### src/rtl/fir_coeff_loader.sv
// rtl/fir_coeff_loader.sv - streams FIR coefficients into a shadow bank and commits them atomically on a sample strobe
// Optional feature macro: FIR_COEFF_SYMMETRIC_EN (load (N+1)/2 words, each mirrored to h[N-1-idx])
module fir_coeff_loader #(
    parameter int N           = 4,
    parameter int COEFF_WIDTH = 8,
    parameter int RESET_TAP0  = 1
) (
    input  logic                     clk,
    input  logic                     rst,
    input  logic                     start,
    input  logic [COEFF_WIDTH-1:0]   coeff_in,
    input  logic                     coeff_valid,
    output logic                     coeff_ready,
    input  logic                     sample_stb,
    output logic [COEFF_WIDTH*N-1:0] packed_coeffs,
    output logic                     busy,
    output logic                     load_done,
    output logic                     load_aborted
);

    localparam int IDX_W = $clog2(N) + 1;
`ifdef FIR_COEFF_SYMMETRIC_EN
    localparam int LOAD_COUNT = (N + 1) / 2;
`else
    localparam int LOAD_COUNT = N;
`endif
    localparam logic [IDX_W-1:0]         LAST_IDX  = IDX_W'(LOAD_COUNT - 1);
    localparam logic [COEFF_WIDTH-1:0]   TAP0      = COEFF_WIDTH'(RESET_TAP0);
    localparam logic [COEFF_WIDTH*N-1:0] RESET_BUS = {{(COEFF_WIDTH*(N-1)){1'b0}}, TAP0};

    typedef enum logic [1:0] {
        IDLE,
        LOAD,
        COMMIT
    } state_t;

    state_t                   state;
    logic [IDX_W-1:0]         idx;
    logic [COEFF_WIDTH*N-1:0] shadow;
    logic [N-1:0]             tap_sel;

    // One-hot tap enables for the current word; the mirror tap is also hit in symmetric mode
    always_comb begin
        tap_sel = '0;
        for (int t = 0; t < N; t++) begin
            if (idx == IDX_W'(t)) tap_sel[t] = 1'b1;
`ifdef FIR_COEFF_SYMMETRIC_EN
            if (idx == IDX_W'(N - 1 - t)) tap_sel[t] = 1'b1;
`endif
        end
    end

    always_ff @(posedge clk or posedge rst) begin
        if (rst) begin
            state         <= IDLE;
            idx           <= '0;
            shadow        <= '0;
            packed_coeffs <= RESET_BUS;
            coeff_ready   <= 1'b0;
            busy          <= 1'b0;
            load_done     <= 1'b0;
            load_aborted  <= 1'b0;
        end else begin
            load_done    <= 1'b0;
            load_aborted <= 1'b0;
            case (state)
                IDLE: begin
                    if (start) begin
                        state       <= LOAD;
                        idx         <= '0;
                        coeff_ready <= 1'b1;
                        busy        <= 1'b1;
                    end
                end
                LOAD: begin
                    // A restart wins over a simultaneous transfer; stale shadow words are overwritten later
                    if (start) begin
                        idx          <= '0;
                        load_aborted <= 1'b1;
                    end else if (coeff_valid && coeff_ready) begin
                        for (int t = 0; t < N; t++) begin
                            if (tap_sel[t]) shadow[COEFF_WIDTH*t +: COEFF_WIDTH] <= coeff_in;
                        end
                        idx <= idx + 1'b1;
                        if (idx == LAST_IDX) begin
                            state       <= COMMIT;
                            coeff_ready <= 1'b0;
                        end
                    end
                end
                COMMIT: begin
                    if (sample_stb) begin
                        packed_coeffs <= shadow;
                        load_done     <= 1'b1;
                        busy          <= 1'b0;
                        state         <= IDLE;
                    end
                end
                default: state <= IDLE;
            endcase
        end
    end

endmodule

### config.mk
export PLATFORM = sky130hd
export DESIGN_NAME = fir_coeff_loader
export DESIGN_NICKNAME = d
export VERILOG_FILES = /design/src/rtl/fir_coeff_loader.sv
export SDC_FILE = /design/constraint.sdc
export NUM_CORES = 1
export LEC_CHECK = 0
export ABC_CLOCK_PERIOD_IN_PS = 2300
export BUFFER_PORTS_ARGS = -buffer_cell sky130_fd_sc_hd__buf_4
export CAP_MARGIN = 30
export CORE_MARGIN = 2
export CORE_UTILIZATION = 45
export DETAILED_ROUTE_END_ITERATION = 16
export GPL_ROUTABILITY_DRIVEN = 0
export PLACE_DENSITY = 0.66
export SLEW_MARGIN = 15
export SYNTH_ARGS = -nofsm -noshare
export SYNTH_HDL_FRONTEND = slang
export SYNTH_SLANG_ARGS = --single-unit
### constraint.sdc
create_clock -name clk -period 2.3 [get_ports clk]
set_input_delay 0 -clock clk [delete_from_list [all_inputs] [get_ports clk]]
set_output_delay 0 -clock clk [all_outputs]
set_load 0.01 [all_outputs]
==> summary.txt <==
Logic synthesis
  • Synthesized area: 2890 um2
  • Distinct cells, synth: 23
  • Yosys warns: 0
  • Post-Synthesis Cells: 183
  • Largest cells by area after synthesis: dfrtp_1 62%, mux2_2 25%, ha_1 2.2%
  • Avg Cell Area, Syn: 15.8 um2
  • Post-synth top area cell: dfrtp_1
  • Seq/Total Area, Yosys: 63.3%
  • Yosys reg bits: 73
  • Top-area cell type share of the netlist area: 62.4%
  • Syn_nets: 201

Timing
  • Highest clock rate: 504 MHz
  • Fin. Hold Viols: 0
  • Slew HR: 46.5%
  • Total Neg Setup Slack: 0 ns
  • Pins Over Slew Limit: 0
  • Tmin final: 1.99 ns
  • RSZ-0062 raised after global routing: no
  • Final setup vio count: 0
  • Worst slew pin tran: 0.801 ns
  • Final worst path period share: 86.3%
  • Final clock skew: 0.00663 ns

Floorplanning
  • Die area: 7070 um2
  • Cell Rows: 29
  • Core Footprint: 6280 um2
  • Chip Height: 84.1 um
  • IO Pins: 49
  • Die width: 84.1 um
  • Initial Util: 46.0%

GRT
  • Initial antenna violation count: 0
  • Overflow after GRT: 0
  • First-pass GRT wire length: 8890 um
  • Largest net degree at the start of global routing: 39
  • Vias in the first global route: 1779
  • Gr usage total: 16.3%

Clock tree
  • Reg clk slew, reported paths: 0.07 ns
  • CTS buffer count: 9
  • Max Buffers Root-to-Sink: 2
  • TritonCTS clock tree: done
  • Cts repair resizes: 0
  • CTS root buffer: clkbuf_8
  • Clk sinks: 73
  • Worst-Skew Late Latency: 0.34 ns
  • # H-tree levels: 3

Drt
  • Pre-antenna DRT Iters: 4
  • Avg WL per Cell: 15.8 um
  • Routed Antenna Nets: 0
  • Final WL: 5340 um
  • Drt initial violations: 88
  • DR vias/cell: 4.96
  • DRC viols: 0
  • Total number of vias: 1683

Power
  • Switching power: 0.000770 W
  • Leakage Power: 1.88 nW
  • Power per cell area: 866 nW/um2
  • Sw Ratio: 23.9%
  • Pwr Total: 0.00322 W
  • Seq pwr share: 51.8%
  • Comb pwr share: 14.2%
  • Worst vdd ir: 0.504 mV
  • Clock power share: 34.0%
  • Internal: 0.00245 W

Placed design
  • Placed Instances: 312
  • Number of I/O port buffers: 48
  • Placed Area: 3390 um2
  • HPWL after DPL: 3510 um

Run
  • Max-Cap Viols: 0

Setup path
  • CP max FO: 9
  • Crit path buffers/inverters: 1
  • CP max stage delay: 0.58 ns
  • Crit-path slowest cell: or3b_1
  • Critical path arrival: 2.21 ns
  • CP Capture Type: register
  • Startpoint Class: register
  • CP Class: register to register
  • Worst-path cell chain: or3b_1 -> nor4b_4 -> buf_4 -> mux2_2
  • Cell family with most CP delay: simple AND/OR/NAND/NOR gates
  • Crit path required time: 2.52 ns

Finish
  • Layout area overhead: 28.8%
  • Finished Core Util: 59.2%
  • Most common cell after layout, fill and taps aside: dfrtp_1
  • Layout cells sized above 1: 54.2%
  • Inserted Diodes: 0
  • Cell area after layout: 3720 um2
  • Non-Filler Instances: 339
  • Most frequent cells in the layout: 72 x dfrtp_1, 64 x mux2_2, 57 x buf_4
  • Post-layout nets: 275

Status
  • Outcome: complete, no violations

Hold path
  • Min-Delay Path Class: primary input to register
[metrics by stage]
step,hold slack [ns],setup WS (ns)
final,0.104,0.315
after floorplan,0.0993,0.391
after CTS,0.0882,0.306
after detailed placement,0.216,0.315
after global placement,0.213,0.395
after global routing,0.125,0.215
[cell type report]
type / instances / area [um2]
Timing Repair Buffer: 69 / 558
Clock inverter: 3 / 65.1
Sequential cell: 73 / 1830
Tap cell: 77 / 96.3
Clock buffer: 13 / 149
Multi-Input combinational cell: 95 / 987
Fill cell: 507 / 2560
Inverter: 9 / 33.8
[per-layer routing]
layer / global-route usage (%) / wire, um / up-vias / part of all wire, %
li1: - / - / 786 / -
met1: 22.9 / 2580 / 856 / 48
met2: 23.5 / 2450 / 32 / 46
met3: 4.95 / 221 / 9 / 4.1
met4: 7.18 / 89 / 0 / 1.7
met5: 0 / 0 / - / 0
[registers in the layout (all words and copies together), names as in the netlist]
register and cells:
idx 3, packed_coeffs 32, busy 1, load_done 1, state 2, coeff_ready 1, shadow 32, load_aborted 1
[cell usage after synthesis]
cell type,n
dfrtp_1,72
mux2_2,64
inv_1,9
ha_1,5
o21ai_0,5
clkbuf_1,4
nand3_1,3
a21oi_1,2
buf_6,2
nand2_1,2
nor2_1,2
nor4_4,2
a31o_2,1
a32o_1,1
dfstp_2,1
nand2b_1,1
nand4b_1,1
nor2_2,1
nor3b_1,1
nor4b_4,1
o31ai_1,1
or3b_1,1
xnor2_1,1
[final timing paths]
kind	cells past startpoint	endpoint	slack [ns]	from
setup reg to reg	4	shadow[1]	0.31	state[1]
hold reg to reg	1	packed_coeffs[16]	0.51	shadow[16]
min in group asynchronous	3	shadow[12]	0.37	rst
max in group asynchronous	4	shadow[25]	1.27	rst
setup / recovery	4	shadow[1]	0.31	state[1]
hold / removal	4	state[0]	0.10	coeff_valid
[worst register-to-register path, cell delays in order (launching register included)]
cell and delay (ns):
dfrtp_1 0.47, or3b_1 0.58, nor4b_4 0.26, buf_4 0.21
mux2_2 0.35
[timing repair]
item                                    4_1_cts  5_1_grt
hold endpoints to repair                     73        0
buffers inserted                              0        0
hold buffers                                 11        0
endpoints found under the setup margin        0        0
[power by group through the flow]
stage	logic [W]	registers (W)	clock network, W
2_1_floorplan	0.000343	0.00165	0
5_1_grt	0.000511	0.00170	0.00117
3_5_place_dp	0.000451	0.00170	0
3_3_place_gp	0.000434	0.00169	0
4_1_cts	0.000467	0.00167	0.00112
6_report	0.000458	0.00167	0.00109
[cells by family (layout without fill, tap and decap cells)]
kind of cell | after synthesis | count (layout) | share of synthesized area (%)
xor+xnor | 1 | 1 | 0.303
fa+ha+maj | 5 | 5 | 2.17
simple gates | 15 | 15 | 4.64
mux | 64 | 64 | 25.0
buf+inv | 15 | 94 | 2.47
compound gates | 10 | 10 | 2.12
flops | 73 | 73 | 63.3
Power figures use the tool's default switching activity.
